## config.mk

```make
export PLATFORM = sky130hd
export DESIGN_NAME = flow_speed_dir_ctl
export DESIGN_NICKNAME = d
export VERILOG_FILES = /design/src/rtl/flow_speed_dir_ctl.sv
export SDC_FILE = /design/constraint.sdc
export NUM_CORES = 1
export LEC_CHECK = 0
export CORE_MARGIN = 4
export CORE_UTILIZATION = 62
export DETAILED_ROUTE_END_ITERATION = 10
export GPL_ROUTABILITY_DRIVEN = 0
export PLACE_DENSITY = 0.79
export SETUP_SLACK_MARGIN = 0.02
export SLEW_MARGIN = 20
export SYNTH_ARGS = -nofsm -noshare
export SYNTH_HDL_FRONTEND = slang
export SYNTH_SLANG_ARGS = --single-unit
```

## constraint.sdc

```tcl
create_clock -name clk -period 4.6 [get_ports clk]
set_clock_uncertainty 0.15 [all_clocks]
set_input_delay 0.92 -clock clk [delete_from_list [all_inputs] [get_ports clk]]
set_output_delay 0.92 -clock clk [all_outputs]
set_load 0.005 [all_outputs]
```

## src/rtl/flow_speed_dir_ctl.sv

```systemverilog
// rtl/flow_speed_dir_ctl.sv - debounced button control and step-strobe generator for the LED flow shifter
module flow_speed_dir_ctl #(
  parameter int BASE_PERIOD = 25_000_000,
  parameter int DB_CYCLES   = 1_000_000
) (
  input  logic       clk,
  input  logic       rst,
  input  logic       btn_dir,
  input  logic       btn_speed,
  input  logic       btn_pause,
  output logic       dir,
  output logic       clk_bps,
  output logic [1:0] speed,
  output logic       paused
);

  localparam int CW = $clog2(BASE_PERIOD);
  localparam int DW = $clog2(DB_CYCLES);
  localparam logic [DW-1:0] DB_LAST = DW'(DB_CYCLES - 1);

  // Bit order for all per-button vectors: [0] dir, [1] speed, [2] pause.
  logic [2:0]         raw;
  logic [2:0]         sync1;
  logic [2:0]         sync2;
  logic [2:0]         db;
  logic [2:0]         db_q;
  logic [2:0]         press;
  logic [2:0][DW-1:0] db_cnt;

  logic          dir_press;
  logic          speed_press;
  logic          pause_press;
  logic [CW-1:0] cnt;
  logic [31:0]   period;
  logic [CW-1:0] last;
  logic          terminal;

  assign raw = {btn_pause, btn_speed, btn_dir};

  always_ff @(posedge clk or posedge rst) begin
    if (rst) begin
      sync1  <= '0;
      sync2  <= '0;
      db     <= '0;
      db_q   <= '0;
      db_cnt <= '0;
    end else begin
      sync1 <= raw;
      sync2 <= sync1;
      db_q  <= db;
      for (int i = 0; i < 3; i++) begin
        // Any cycle where the synchronized level agrees with db restarts the stability window.
        if (sync2[i] == db[i]) begin
          db_cnt[i] <= '0;
        end else if (db_cnt[i] == DB_LAST) begin
          db[i]     <= sync2[i];
          db_cnt[i] <= '0;
        end else begin
          db_cnt[i] <= db_cnt[i] + DW'(1);
        end
      end
    end
  end

  assign press = db & ~db_q;
  assign dir_press   = press[0];
  assign speed_press = press[1];
  assign pause_press = press[2];

  assign period   = 32'(BASE_PERIOD) >> speed;
  assign last     = CW'(period - 32'd1);
  assign terminal = (cnt == last);

  always_ff @(posedge clk or posedge rst) begin
    if (rst) begin
      dir     <= 1'b0;
      speed   <= 2'd0;
      paused  <= 1'b0;
      clk_bps <= 1'b0;
      cnt     <= '0;
    end else begin
      if (dir_press)   dir    <= ~dir;
      if (speed_press) speed  <= speed + 2'd1;
      if (pause_press) paused <= ~paused;

      clk_bps <= 1'b0;
      // A speed change restarts the period; a pause landing on terminal count parks the counter there.
      if (speed_press) begin
        cnt <= '0;
      end else if (!paused) begin
        if (terminal) begin
          if (!pause_press) begin
            cnt     <= '0;
            clk_bps <= 1'b1;
          end
        end else begin
          cnt <= cnt + CW'(1);
        end
      end
    end
  end

endmodule

```

Word level (Yosys, flattened, before mapping):

Index checks and enable logic that the tools add are counted.

* register bits: 102
* bits of input ports: 5

* add/sub/neg operators: 6
* equal/unequal tests: 9
* shift-type cells: 1
* muxes and demuxes: 14
* bitwise gates (word level): 7
* reduce and logical (&&, ||, !) cells: 4

Operators with widths (count)
* two-way mux 20 bit: 6
* two-way mux 25 bit: 4
* adder 20 x 1 -> 20 bit, second input constant: 3
* == test 20 bit, second input constant: 3
* adder 25 x 1 -> 25 bit, second input constant: 1
* == test 25 bit: 1
* right shift 25 x 2 -> 25 bit, first input constant: 1
* subtractor 25 x 1 -> 25 bit, second input constant: 1
* AND reduction 2 bit: 4
* NOT 1 bit: 5
* two-way mux 1 bit: 4
* bitwise AND 3 bit: 1
* == test 1 bit: 3
* inequality test 3 bit, second input constant: 1
* NOT 3 bit: 1
* adder 2 x 1 -> 2 bit, second input constant: 1
* inequality test 2 x 1 -> 1 bit, second input constant: 1

Depth between registers and ports, before layout:

Gate-level depths: netlist of run 1.

* depth after elaboration: 6
* mapped depth: 11
* depth with buffers taken out: 10

Worst setup path after synthesis of run 1:

Ideal clock, no wire load.

* kind: register -> register
* start: register speed[0]
* end: register cnt[7]
* setup time: 124 ps
* arrival: 2627 ps
* data required time: 4326 ps
* setup slack: 1699 ps
* stages on the path, launching flop included: 11
* period minus slack after synthesis: 2901 ps
* path through: dfrtp_1 inv_1 ha_1 inv_1 ha_1 xor2_1 nand3_1 or4_4 nor3_4 and4b_1 a211o_1

* word-level cells in the longest chain between the ends: 6

RTL lines
* start, declared: RTL line 13 `output logic [1:0] speed,`
* start signal, assigned: RTL line 83 `if (speed_press) speed <= speed + 2'd1;`
* right shift 25 x 2 -> 25 bit (*): RTL line 70 `assign period = 32'(BASE_PERIOD) >> speed;`
* subtractor 25 x 1 -> 25 bit (*): RTL line 71 `assign last = CW'(period - 32'd1);`
* == test 25 bit (*): RTL line 72 `assign terminal = (cnt == last);`
* two-way mux 25 bit: RTL line 91 `if (terminal) begin`
* two-way mux 25 bit: RTL line 90 `end else if (!paused) begin`
* two-way mux 25 bit: RTL line 88 `if (speed_press) begin`
* end signal, assigned: RTL line 97 `cnt <= cnt + CW'(1);`
* end, declared: RTL line 33 `logic [CW-1:0] cnt;`

Every way passes the cells marked *; elsewhere a longest branch is shown, timed or not. The select of a mux whose other input is x is not followed.
A chain may end at the register's enable or synchronous reset.

Worst setup path in the final report of run 1:

* start: register speed[0]
* end: register cnt[0]

The elaborated chain is that of the path after synthesis.

==> results of run 1 <==
## cell usage in the layout (no fill, tap or decap), types with 2 or more instances in the layout
cell and n:
and3_1 14, mux2_2 4, nor3_1 11, nor4_1 26, nor4b_1 2, and4_1 7, nand3_1 64, nand2b_1 4
dfrtp_1 102, xor2_1 39, a21o_1 2, ha_1 12, xnor2_1 32, nor2b_1 4, nand4_1 17, or4_1 3
nor2_1 92, clkdlybuf4s50_1 9, a211o_1 19, inv_1 13, nor3b_1 4, and3b_1 2, clkbuf_8 10, nor3_4 2
nand2_1 29, o21ai_0 4, buf_4 3, or2_2 5, a21oi_1 2
## path summary, 6_finish.rpt
path | cells after the start | slack [ps] | from | end
setup / recovery | 9 | 1300 | speed[0]$_DFFE_PP0P_ | cnt[0]$_DFFE_PP0P_
hold / removal | 0 | 200 | sync1[1]$_DFF_PP0_ | sync2[1]$_DFF_PP0_
setup reg to reg | 9 | 1300 | speed[0]$_DFFE_PP0P_ | cnt[0]$_DFFE_PP0P_
hold reg to reg | 0 | 200 | sync1[1]$_DFF_PP0_ | sync2[1]$_DFF_PP0_
max in group asynchronous | 3 | 2660 | rst | db_cnt[19]$_DFF_PP0_
min in group asynchronous | 2 | 830 | rst | db_cnt[41]$_DFF_PP0_
## layer usage
layer / part of all wire / global-route usage
met5: 0 / 0
met1: 0.46 / 0.312
met4: 0.014 / 0.0736
met2: 0.48 / 0.340
met3: 0.055 / 0.0339
## cells by family (layout without fill, tap and decap cells)
family	Yosys count	count (layout)	synth area share
AND/OR/NAND/NOR	293	293	0.284
flip-flops	102	102	0.479
XOR/XNOR	71	71	0.117
buffers and inverters	39	42	0.0326
AO/OA/AOI/OAI	34	34	0.0505
adder cells (fa/ha/maj)	12	12	0.0282
multiplexers	4	4	0.00846
## metrics by stage
stage               instance area [um^2]  power, uW  setup slack [ps]
CTS                                 5660       1560              1310
detailed placement                  5450        976              1330
global route                        5660       1610              1040
floorplan                           5330        962               855
global placement                    5450        974              1480
finish                              5660       1540              1300
## sequential cells by signal, summed over array words and instances (netlist names), 2 cells and up
name,flops
cnt,25
db,3
db_cnt,60
db_q,3
speed,2
sync1,3
sync2,3
## report_power, final
| part | internal (uW) | switching, uW |
|---|---|---|
| sequential | 905 | 7.63 |
| clock | 274 | 312 |
| combinational | 12.4 | 31.5 |
| total | 1190 | 351 |
## worst reg2reg max path, cell delays in order (launching register included)
cell and delay (ps):
dfrtp_1 460, inv_1 190, ha_1 220, inv_1 60, ha_1 300, xor2_1 210
nand4_1 130, nor4_1 340, a32o_1 890, mux2_2 300
## cell type report
type | instances | area, um^2 | share of cell area
clock inverters | 5 | 66.3 | 0.0117
flip-flops and latches | 102 | 2550 | 0.451
well taps | 105 | 131 | 0.0232
clock buffers | 11 | 141 | 0.0250
repair buffers | 12 | 113 | 0.0199
multi-input cells | 414 | 2600 | 0.459
inverters | 14 | 55.1 | 0.00973
==> summary.md, run 1 <==
| Metric | Value |
|---|---|
| Fill cells | 634 |
| Largest net degree at the start of global routing | 49 |
| Clock buffer depth | 2 |
| Starting Density | 0.642 |
| Worst IR Drop VDD | 0.214 mV |
| Number of port buffers | 9 |
| Post-Synthesis Cells | 555 |
| Routed len/inst | 15.2 um |
| Clk root buf | clkbuf_8 |
| Area of the mapped netlist | 5330 um^2 |
| Fin nets | 570 |
| Grt total ovfl | 0 |
| RSZ-0062 raised after global routing | false |
| Synthesized area per cell | 9.60 um^2 |
| Yosys top cell by area | dfrtp_1 |
| CTS sink cnt | 102 |
| Yosys warns | 0 |
| Yosys reg bits | 102 |
| Worst slew pin tran | 1080 ps |
| Setup CP Type | flop to flop |
| Vias | 4,053 |
| Setup Buffers After CTS | 0 |
| Number of core rows | 33 |
| Global-route wire length before repair | 17,900 um |
| Die Span Y | 101 um |
| Largest cells by area after synthesis | dfrtp_1 48%, nor2_1 6.5%, xor2_1 6.4% |
| Worst Path Arrival | 3450 ps |
| Distinct cells, synth | 44 |
| Clock Latency Late Sink | 360 ps |
| Main synth FF type | dfrtp_1 |
| Worst min-delay path class | flop to flop |
| Die footprint | 10,100 um^2 |
| Initial antenna violation count | 0 |
| Startpoint types | flop |
| Slowest cell on crit path | a32o_1 |
| Ant. Diodes | 0 |
| Max-cap violation count | 0 |
| DR vias/cell | 6.11 |
| Core box area | 8300 um^2 |
| First-pass DRT Iterations | 7 |
| P_leak | 0.00262 uW |
| Max Slew Vio Count | 0 |
| Crit path cell chain | inv_1 -> ha_1 -> inv_1 -> ha_1 -> xor2_1 -> nand4_1 -> nor4_1 -> a32o_1 -> mux2_2 |
| Cts repair resizes | 0 |
| Commonest cells post-synth | 102 x dfrtp_1, 92 x nor2_1, 64 x nand3_1 |
| Status | completed |
| Final setup vio count | 0 |
| Syn_nets | 572 |
| Final Critical Period | 3300 ps |
| Post-DP HPWL | 6740 um |
| Post-synth ARST share | 1.00 |
| Clock transition at the registers of the reported paths | 100 ps |
| Num CTS Buffers | 9 |
| Max Fanout on Critical Path | 24 |
| Post-layout util | 0.682 |
| Tcrit/Tclk final | 0.716 |
| Die W | 101 um |
| IO Count | 10 |
| CP Buf/Inv Count | 2 |
| Area Growth Syn to Fin | 6.25% |
| Post-synthesis sequential area ratio | 0.479 |
| ANT nets after route | 0 |
| H-tree depth | 3 |
| DRC | 0 |
| TritonCTS clock tree | built |
| Final WL | 10,100 um |
| PwrDens | 272 nW/um^2 |
| CP required | 4750 ps |
| Worst Setup End Kind | flop |
| Worst path max stage delay | 890 ps |
| Number of enable flip-flop cells after synthesis | 0 |
| Worst slew margin | 0.275 |
| Hold_ws | 204 ps |
| Final Hold Vio Count | 0 |
| Setup TNS | 0 ps |
| Share of cells above drive strength 1 | 0.0609 |
| Gr usage total | 0.218 |
| Placed cells | 647 |
| Post-route insts no fill | 663 |
| Most common cell in the netlist | dfrtp_1 |
| Share of the synthesized area in the top cell type | 0.479 |
| Kind of cell adding the most delay to the critical path | compound AO/OA/AOI/OAI gates |
| CTS Hold Bufs | 0 |
| Vias in the first global route | 3,849 |
| Drt initial violations | 273 |
| Maximum clock rate | 303 MHz |
Power figures use the tool's default switching activity.
==> inputs of run 2 (changes only) <==
==> constraint.sdc (replaced) <==
create_clock -name clk -period 3.33 [get_ports clk]
set_clock_uncertainty 0.15 [all_clocks]
set_input_delay 0.666 -clock clk [delete_from_list [all_inputs] [get_ports clk]]
set_output_delay 0.666 -clock clk [all_outputs]
set_load 0.005 [all_outputs]
==> run 2 against run 1 <==
Effect of this change:
- clock power grew 42%
- register-to-register slack lost 1100 ps
- sequential power rose by 38%
- first-iteration DRC count decreased by 8.1%
- worst setup slack got worse by 1100 ps
- sequential share of layout area is 0.73 points lower
- critical path depth is 2 higher
- combinational power rose by 45%
- fmax up 4.9%
- core utilization rose by 1.1 points
- final cell count rose by 0.90%
- clock-buffer cell count rose by 1
- critical endpoint unchanged
- highest routed layer unchanged
==> summary.md, run 2 (synthesis gave the netlist of run 1 again) <==
| Metric | Value |
|---|---|
| Max-cap violation count | 0 |
| Worst IR Drop VDD | 0.247 mV |
| Setup Buffers After CTS | 0 |
| Worst Path Arrival | 3230 ps |
| Crit path cell chain | inv_1 -> ha_1 -> inv_1 -> ha_1 -> xor2_1 -> nand3_1 -> or4_4 -> nor3_4 -> buf_12 -> nor2_1 -> mux2_2 |
| Worst r2r dst | cnt[0]$_DFFE_PP0P_ |
| Die W | 101 um |
| Maximum clock rate | 318 MHz |
| Initial antenna violation count | 0 |
| CTS Hold Bufs | 0 |
| Hold depth | 0 |
| CP required | 3420 ps |
| Cts repair resizes | 0 |
| Status | completed |
| Die Span Y | 101 um |
| Worst min-delay path class | flop to flop |
| Hold Crit Start | sync1[2]$_DFF_PP0_ |
| Most flops, register | db_cnt |
| Vias in the first global route | 3,932 |
| Final Hold Vio Count | 0 |
| Max FFs per register | 60 |
| Routed len/inst | 15.0 um |
| IO Count | 10 |
| Slowest cell on crit path | or4_4 |
| TritonCTS clock tree | built |
| Worst slew pin tran | 802 ps |
| Commonest non-fill, non-tap cell in the layout | dfrtp_1 |
| ANT nets after route | 0 |
| Post-layout util | 0.693 |
| P_leak | 0.00267 uW |
| H-tree depth | 3 |
| Clock transition at the registers of the reported paths | 100 ps |
| Setup CP Type | flop to flop |
| Worst Hold Endpoint | sync2[2]$_DFF_PP0_ |
| CTS sink cnt | 102 |
| Grt total ovfl | 0 |
| Num CTS Buffers | 9 |
| RSZ-0062 raised after global routing | false |
| Number of port buffers | 9 |
| Gr usage total | 0.219 |
| Final WL | 10,000 um |
| Most frequent cells in the layout | 102 x dfrtp_1, 92 x nor2_1, 64 x nand3_1 |
| Kind of cell adding the most delay to the critical path | simple AND/OR/NAND/NOR gates |
| Setup TNS | 0 ps |
| Post-DP HPWL | 6920 um |
| First-pass DRT Iterations | 5 |
| Max Fanout on Critical Path | 27 |
| Vias | 3,945 |
| Die footprint | 10,100 um^2 |
| Clock buffer depth | 2 |
| R2R depth | 11 |
| CP Buf/Inv Count | 3 |
| Number of core rows | 33 |
| Clk root buf | clkbuf_8 |
| Drt initial violations | 251 |
| Global-route wire length before repair | 18,000 um |
| Top Registers | db_cnt: 60 flops, cnt: 25 flops |
| Fin nets | 576 |
| Starting Density | 0.642 |
| Largest net degree at the start of global routing | 38 |
| Launch point of the worst reg-to-reg path | speed[0]$_DFFE_PP0P_ |
| Final setup vio count | 0 |
| DR vias/cell | 5.90 |
| Worst path max stage delay | 500 ps |
| Max Slew Vio Count | 0 |
| Tcrit/Tclk final | 0.943 |
| Area Growth Syn to Fin | 7.99% |
| Ant. Diodes | 0 |
| Worst Setup End Kind | flop |
| Clock Latency Late Sink | 360 ps |
| Startpoint types | flop |
| Worst reg-to-reg setup slack | 190 ps |
| PwrDens | 375 nW/um^2 |
| DRC | 0 |
| Final Critical Period | 3140 ps |
| Share of cells above drive strength 1 | 0.0709 |
| Worst slew margin | 0.464 |
| Core box area | 8300 um^2 |
==> run 2: cell count changes in the layout (fill, tap and decap cells not counted) <==
cell	before	now
buf_12	0	3
inv_4	1	0
clkbuf_8	10	11
clkinv_4	1	0
inv_8	1	2
buf_4	3	6
==> run 2: worst max path at each step <==
stage,startpoint,cells after the start,endpoint
global placement,speed[0]$_DFFE_PP0P_,11,cnt[3]$_DFFE_PP0P_
finish,speed[0]$_DFFE_PP0P_,11,cnt[0]$_DFFE_PP0P_
detailed placement,speed[0]$_DFFE_PP0P_,11,cnt[0]$_DFFE_PP0P_
floorplan,speed[0]$_DFFE_PP0P_,10,cnt[7]$_DFFE_PP0P_
global route,speed[0]$_DFFE_PP0P_,11,cnt[0]$_DFFE_PP0P_
CTS,speed[0]$_DFFE_PP0P_,11,cnt[0]$_DFFE_PP0P_
==> run 2: power breakdown <==
part	switching [uW]	internal [uW]	leakage [uW]
combinational	43.5	20.2	0.00117
sequential	11.0	1250	0.00139
clock	429	403	0.000111
total	484	1670	0.00267
==> run 2: stage by stage <==
step                      instances  cell area (um^2)  setup slack [ps]  power (uW)  hold WS, ps
final                           669              5750               188        2160          214
after global routing            669              5750              45.8        2250          225
after CTS                       669              5750               217        2190          215
after detailed placement        653              5540               247        1350          190
after global placement          653              5540               399        1350          187
after floorplan                 555              5330               429        1330          181
==> run 2: routing by layer <==
metal  vias to the layer above  GRT usage  wire [um]
met5                         -          0          0
met4                         0     0.0622         93
met1                      1892      0.300       4620
li1                       1951          -          -
met3                        10     0.0464        457
met2                        92      0.354       4860
==> run 2: cell type report <==
| type | instances | area (um^2) |
|---|---|---|
| Timing Repair Buffer | 18 | 195 |
| Inverter | 14 | 56.3 |
| Clock inverter | 4 | 61.3 |
| Sequential cell | 102 | 2550 |
| Tap cell | 105 | 131 |
| Multi-Input combinational cell | 414 | 2600 |
| Fill cell | 637 | 2550 |
| Clock buffer | 12 | 155 |
==> inputs of run 3 (changes only) <==
--- a/config.mk
+++ b/config.mk
@@ -11,7 +11,6 @@
 export GPL_ROUTABILITY_DRIVEN = 0
 export PLACE_DENSITY = 0.79
 export SETUP_SLACK_MARGIN = 0.02
-export SLEW_MARGIN = 20
 export SYNTH_ARGS = -nofsm -noshare
 export SYNTH_HDL_FRONTEND = slang
 export SYNTH_SLANG_ARGS = --single-unit
==> results of run 3 <==
Final layout, timing and power as in run 2 (identical DEF).
